## src/rtl/nes_pkg.sv

```systemverilog
// Shared types and constants for the NES controller reader.
package nes_pkg;

    typedef enum logic [2:0] {
        IDLE,
        LATCH,
        SAMPLE,
        PULSE,
        DONE
    } nes_state_t;

    localparam int NES_BITS    = 8;
    localparam int LATCH_TICKS = 2;

    localparam int BTN_A      = 7;
    localparam int BTN_B      = 6;
    localparam int BTN_SELECT = 5;
    localparam int BTN_START  = 4;
    localparam int BTN_UP     = 3;
    localparam int BTN_DOWN   = 2;
    localparam int BTN_LEFT   = 1;
    localparam int BTN_RIGHT  = 0;

endpackage

```

## src/rtl/nes_tick.sv

```systemverilog
// Protocol tick generator: counts 0..TICK_DIV-1, flags the last cycle of each tick.
module nes_tick #(
    parameter int TICK_DIV = 151
) (
    input  logic clk,
    input  logic reset_n,
    input  logic clr,
    output logic tick_end
);

    localparam logic [9:0] LAST = 10'(TICK_DIV - 1);

    logic [9:0] cnt;

    always_ff @(posedge clk or negedge reset_n) begin
        if (!reset_n)
            cnt <= '0;
        else if (clr || cnt == LAST)
            cnt <= '0;
        else
            cnt <= cnt + 10'd1;
    end

    assign tick_end = (cnt == LAST);

endmodule

```

## src/rtl/nes_reader.sv

```systemverilog
// NES pad serial reader: drives LATCH/CLOCK, shifts in 8 buttons, presents an active-high word.
// Optional NES_SYNC_EN adds a 2-flop synchronizer on nes_data.
module nes_reader
    import nes_pkg::*;
#(
    parameter int TICK_DIV = 151
) (
    input  logic       clk,
    input  logic       reset_n,
    input  logic       start,
    input  logic       nes_data,
    output logic       nes_latch,
    output logic       nes_clk,
    output logic [7:0] buttons,
    output logic       valid,
    output logic       busy
);

    nes_state_t        state;
    logic [2:0]        bit_idx;
    logic [6:0]        shift;   // first 7 bits; the 8th goes straight into buttons
    logic              data_s;
    logic              tick_end;
    logic              adv;
    logic              tick_clr;

`ifdef NES_SYNC_EN
    logic [1:0] sync;
    always_ff @(posedge clk or negedge reset_n) begin
        if (!reset_n)
            sync <= 2'b11;
        else
            sync <= {sync[0], nes_data};
    end
    assign data_s = sync[1];
`else
    assign data_s = nes_data;
`endif

    // Counter restarts on every state change and is held clear while idle.
    always_comb begin
        adv = 1'b0;
        if (tick_end) begin
            case (state)
                LATCH:   adv = (bit_idx == 3'(LATCH_TICKS - 1));
                SAMPLE:  adv = 1'b1;
                PULSE:   adv = 1'b1;
                default: adv = 1'b0;
            endcase
        end
        tick_clr = (state == IDLE) || adv;
    end

    nes_tick #(.TICK_DIV(TICK_DIV)) u_tick (
        .clk      (clk),
        .reset_n  (reset_n),
        .clr      (tick_clr),
        .tick_end (tick_end)
    );

    always_ff @(posedge clk or negedge reset_n) begin
        if (!reset_n) begin
            state     <= IDLE;
            bit_idx   <= '0;
            shift     <= '0;
            buttons   <= '0;
            nes_latch <= 1'b0;
            nes_clk   <= 1'b0;
            valid     <= 1'b0;
            busy      <= 1'b0;
        end else begin
            case (state)
                IDLE: begin
                    valid <= 1'b0;
                    if (start) begin
                        state     <= LATCH;
                        bit_idx   <= '0;
                        nes_latch <= 1'b1;
                        busy      <= 1'b1;
                    end
                end
                // bit_idx doubles as the latch tick count here
                LATCH: begin
                    if (tick_end) begin
                        if (bit_idx == 3'(LATCH_TICKS - 1)) begin
                            state     <= SAMPLE;
                            bit_idx   <= '0;
                            nes_latch <= 1'b0;
                        end else begin
                            bit_idx <= bit_idx + 3'd1;
                        end
                    end
                end
                SAMPLE: begin
                    if (tick_end) begin
                        shift <= {shift[5:0], ~data_s};
                        if (bit_idx == 3'(NES_BITS - 1)) begin
                            state   <= DONE;
                            buttons <= {shift, ~data_s};
                            valid   <= 1'b1;
                        end else begin
                            state   <= PULSE;
                            bit_idx <= bit_idx + 3'd1;
                            nes_clk <= 1'b1;
                        end
                    end
                end
                PULSE: begin
                    if (tick_end) begin
                        state   <= SAMPLE;
                        nes_clk <= 1'b0;
                    end
                end
                DONE: begin
                    state <= IDLE;
                    valid <= 1'b0;
                    busy  <= 1'b0;
                end
                default: state <= IDLE;
            endcase
        end
    end

endmodule

```

## config.mk

```make
export PLATFORM = sky130hd
export DESIGN_NAME = nes_reader
export DESIGN_NICKNAME = d
export VERILOG_FILES = /design/src/rtl/nes_pkg.sv /design/src/rtl/nes_tick.sv /design/src/rtl/nes_reader.sv
export SDC_FILE = /design/constraint.sdc
export NUM_CORES = 1
export LEC_CHECK = 0
export CAP_MARGIN = 40
export CORE_UTILIZATION = 45
export CTS_BUF_LIST = sky130_fd_sc_hd__clkbuf_2 sky130_fd_sc_hd__clkbuf_4 sky130_fd_sc_hd__clkbuf_8
export CTS_CLUSTER_SIZE = 8
export DETAILED_ROUTE_END_ITERATION = 12
export GPL_TIMING_DRIVEN = 0
export PLACE_DENSITY = 0.66
export SLEW_MARGIN = 20
export SYNTH_ARGS = -nofsm -noshare
export SYNTH_HDL_FRONTEND = slang
export SYNTH_SLANG_ARGS = --single-unit
```

## constraint.sdc

```tcl
create_clock -name clk -period 2.25 [get_ports clk]
set_input_delay 0.3375 -clock clk [delete_from_list [all_inputs] [get_ports clk]]
set_output_delay 0.3375 -clock clk [all_outputs]
set_load 0.02 [all_outputs]
```

[After elaboration in Yosys (flattened, before gate mapping)]
Index checks and enable logic that the tools add are counted.
Word-level totals
  input bits: 4
  word-level logic and storage cells: 72
  output and inout port bits: 12
  flip-flop bits (word level): 35
Cells by class
  equality and inequality tests: 14
  bitwise logic cells: 1
  reduce and logical (&&, ||, !) cells: 18
  $add $sub $neg: 2
  mux-type cells: 28
Operator list (count)
  3-bit two-way mux: 11
  2-bit != test, second input constant: 7
  3-bit case mux with 4 select lines: 1
  10-bit by 1-bit adder with 10-bit output, second input constant: 1
  10-bit by 8-bit == test with 1-bit output, second input constant: 1
  10-bit two-way mux: 1
  1-bit case mux with 2 select lines: 5
  5-bit AND reduction: 2
  1-bit two-way mux: 9
  3-bit case mux with 3 select lines: 1
  4-bit AND reduction: 2
  2-bit nonzero test: 4
  3-bit by 1-bit == test with 1-bit output, second input constant: 2
  3-bit by 2-bit == test with 1-bit output, second input constant: 2
  3-bit == test, second input constant: 2
  3-bit AND reduction: 2
  2-bit AND reduction: 2
  2-bit OR reduction: 2
  3-bit by 1-bit adder with 3-bit output, second input constant: 1
  3-bit zero test: 1
  3-bit nonzero test: 1
  1-bit logical OR: 2
  1-bit inverter: 1

[Depth between registers and ports, before layout]
  depth after elaboration: 7
  mapped depth: 7
  mapped depth without buffers: 6

[Modules after synthesis]
A second synthesis with hierarchy kept.
Second synthesis, totals
  cells, all modules: 147
  area, all modules: 1680.4 um^2
By module, submodules not included
  nes_reader: instances 1, area an instance 1158.6 um^2, cells an instance 96
  nes_tick: instances 1, area an instance 521.8 um^2, cells an instance 51

[Worst setup path before layout]
OpenSTA, ideal clock, no wires.
  path kind: register -> register
  start: register state[2]
  end: register buttons[1]
  arrival time: 1.680 ns
  setup time: 0.125 ns
  slack: 0.445 ns
  stages on the path, launching flop included: 7
  path through: dfrtp_1 -> buf_2 -> nor3b_1 -> nand4_4 -> or2_1 -> buf_6 -> mux2_4
On the way
  longest elaborated chain between the ends: 2
Ends and longest elaborated chain
  start: declaration: line nes_reader.sv:19  | nes_state_t state;
  start signal: assignment: line nes_reader.sv:63  | state <= IDLE;
  start signal: assignment: line nes_reader.sv:76  | state <= LATCH;
  start signal: assignment: line nes_reader.sv:86  | state <= SAMPLE;
  3-bit by 2-bit == test with 1-bit output: line nes_reader.sv:72  | case (state)
  3-bit AND reduction (no line)
  end signal: assignment: line nes_reader.sv:99  | buttons <= {shift, ~data_s};
  end: declaration: line nes_reader.sv:14  | output logic [7:0] buttons,
Every way passes these cells.
A chain may end at the register's enable or synchronous reset.

[Worst setup path after layout]
  start: register u_tick.cnt[0]
  end: register buttons[7]
On the way
  longest elaborated chain between the ends: 2
Ends and longest elaborated chain
  start: declaration: line nes_tick.sv:13  | logic [9:0] cnt;
  start signal: assignment: line nes_tick.sv:21  | cnt <= cnt + 10'd1;
  10-bit by 8-bit == test with 1-bit output: line nes_tick.sv:24  | assign tick_end = (cnt == LAST);
  3-bit AND reduction (no line)
Every way passes these cells.

==> results.yml <==
status:
  outcome: "complete, no violations"
sta:
  period_needed_ns: 1.99
  setup_viol: 0
  fin_crit_sh: 0.883
  hold_ws_ns: 0.456
  worst_slew_pin_slew_ns: 0.590
  fin_worst_skew_ns: 0.00389
  drv_slew: 0
  rsz0062_at_grt: "no"
  slew_headroom: 0.603
  fin_tns_setup_ns: 0
  clock.fmax_mhz: 503
  final-hold-violation-count: 0
synth:
  synth_common_cells: "dfrtp_1 (35), nor2_1 (13), mux2_4 (7)"
  synth_ff_type: "dfrtp_1"
  synth_top_family_by_area: "simple AND/OR/NAND/NOR gates"
  ys_types: 38
  synth_compound_area_frac: 0.0819
  synth_edf_count: 0
  synth.avg_cell_area_sq_um: 12.0
  synth_most_common_cell: "dfrtp_1"
  synth_seq_cells: 35
  synth.cell_area_sq_um: 1650
  yosysSeqAreaShare: 0.531
  yosys_warnings: 0
  synthSimpleGateAreaFrac: 0.161
  netlist_instances: 138
  synth_xor_area_frac: 0.0478
  synthArstFlopShare: 1.00
  synth_adder_area_share: 0.0379
  synthMuxAreaShare: 0.111
  synth_top_area_share: 0.531
  synth.area.top_cells: "dfrtp_1 (53%), mux2_4 (6.4%), mux2_2 (4.1%)"
  syn-num-nets: 147
  yosysTopAreaCell: "dfrtp_1"
critical_path:
  critPathBufInv: 2
  path_cells: "inv_1 -> ha_1 -> and3b_1 -> nand4_4 -> or2_1 -> buf_6 -> mux2_4"
  cp_top_family: "simple AND/OR/NAND/NOR gates"
  arrival_ns: 2.22
  reg2reg_from: "u_tick.cnt[0]"
  path_class: "reg2reg"
  slowest_stage: "dfrtp_1"
  max_stage_delay_ns: 0.45
  end_kind: "flop"
  critPathRequiredTime_ns: 2.48
  crit_fanout: 10
  crit_start: "u_tick.cnt[0]"
  startpoint_type: "flop"
power:
  ir_worst_vdd_v: 0.000373
  power_density_nw_per_um2: 524
  power.total_uw: 1020
  leakagePower_uw: 0.000930
clock_network:
  htree_levels: 2
  cts_num_sinks: 35
  clk_pin_slew_ns: 0.10
  cts.path.max_buffers: 2
  cts_inserted_buffers: 5
  clk_latency_ns: 0.34
  cts_tree: "built"
  root_buffer: "clkbuf_4"
die:
  dieArea_sq_um: 3910
  die_w_microns: 62.6
  start_util: 0.483
  die_height_microns: 62.6
  io_pins: 16
  rows: 21
  core_sq_um: 3420
final_layout:
  syn_to_final_growth_pct: 18.3
  seqCellArea_sq_um: 876
  finalInstanceArea_sq_um: 1950
  multi_input_area_sq_um: 724
  num_antenna_cells: 0
  nFillCells: 302
  drive_above_1_share: 0.189
  nets: 172
routing:
  routed_wirelength_microns: 2780
  final_antenna_net_count: 0
  viasPerCell: 5.23
  dr.first_iter.drc_count: 43
  vias: 1098
  wl_per_cell_microns: 13.2
  drc: 0
  drt-pass1-iter-count: 4
job:
  cap_violations: 0
grt:
  grt-ovfl-total: 0
  grt_max_degree: 19
  grt_pass1_vias: 1123
  grt_pass1_wl_microns: 4990
  antenna_found_initial: 0
  grt_use_total: 0.167
place:
  routabilityCongestion: 0.791
  dp_hpwl_microns: 2060
  placed_area_sq_um: 1890
  portBuffers: 15
min_path:
  hold_path_class: "in2async"
cell type report:
type	instances	area share
plain buffers	4	0.0141
clock buffers	7	0.0269
clock inverters	1	0.00256
inverters	6	0.0115
multi-input cells	93	0.371
flip-flops and latches	35	0.448
well taps	46	0.0295
repair buffers	18	0.0961
sequential cells by signal (all words and copies together), names as in the netlist:
signal,flops
u_tick.cnt,10
nes_clk,1
bit_idx,3
nes_latch,1
buttons,8
busy,1
valid,1
state,3
shift,7
worst register-to-register path, cell delays in order, from the launching register on:
cell     delay [ns]
dfrtp_1        0.45
inv_1          0.09
ha_1           0.14
and3b_1        0.25
nand4_4        0.22
or2_1          0.28
buf_6          0.16
mux2_4         0.29
worst paths after layout:
kind                                      end  slack [ns]  depth (start not counted)
max in group asynchronous       u_tick.cnt[2]        1.37                          3
worst max-delay path               buttons[7]        0.26                          7
min in group clk                   buttons[0]        0.50                          1
worst min register to register     buttons[0]        0.50                          1
worst min-delay path               buttons[0]        0.46                          2
worst max register to register     buttons[7]        0.26                          7
power breakdown:
| group | leakage [uW] | switching (uW) | total (uW) | internal [uW] |
|---|---|---|---|---|
| registers | 0.000450 | 2.97 | 635 | 632 |
| clock network | 0.0000361 | 203 | 349 | 146 |
| logic | 0.000444 | 23.2 | 39.9 | 16.7 |
cells in the final DEF (no fill, tap or decap), types with 2 or more instances in the layout:
cell	n
dfrtp_1	35
clkdlybuf4s50_1	14
nor2_1	13
mux2_4	7
clkbuf_4	7
inv_1	6
nand2_1	6
mux2_2	6
nand3_1	5
xor2_1	5
ha_1	5
o31ai_1	4
xnor2_1	4
nor3_1	4
o21ai_0	4
a21oi_1	4
buf_2	3
nor2b_1	3
nor3b_1	3
nand4_1	2
o21bai_1	2
repair_timing:
| item | in CTS | in global routing |
|---|---|---|
| buffers inserted | 0 | 0 |
| hold buffers | 1 | 0 |
| resized for setup | 0 | 0 |
| endpoints found under the hold margin | 17 | 0 |
routing by layer:
metal | global-route usage | vias to the layer above | part of all wire
met5 | 0 | - | 0
met4 | 0.0610 | 0 | 0.015
met3 | 0.0657 | 6 | 0.043
met2 | 0.255 | 21 | 0.47
met1 | 0.213 | 533 | 0.47
li1 | - | 538 | -
per-stage QoR:
| stage | setup WS, ns | std cells | utilization |
|---|---|---|---|
| 6_report | 0.264 | 210 | 0.572 |
| 4_1_cts | 0.245 | 210 | 0.572 |
| 5_1_grt | 0.143 | 210 | 0.572 |
| 3_3_place_gp | 0.161 | 199 | 0.544 |
| 3_5_place_dp | 0.257 | 201 | 0.552 |
| 2_1_floorplan | 0.445 | 138 | - |
logic make-up (layout without fill, tap and decap cells):
logic type | after synthesis | after routing
AOI/OAI and AO/OA | 20 | 20
xor gates and xnor gates | 9 | 9
adders and majority gates | 5 | 5
buffers and inverters | 10 | 36
DFF | 35 | 35
muxes | 14 | 14
and+or+nand+nor | 45 | 45
No activity file was read; power rests on OpenSTA's default activity.
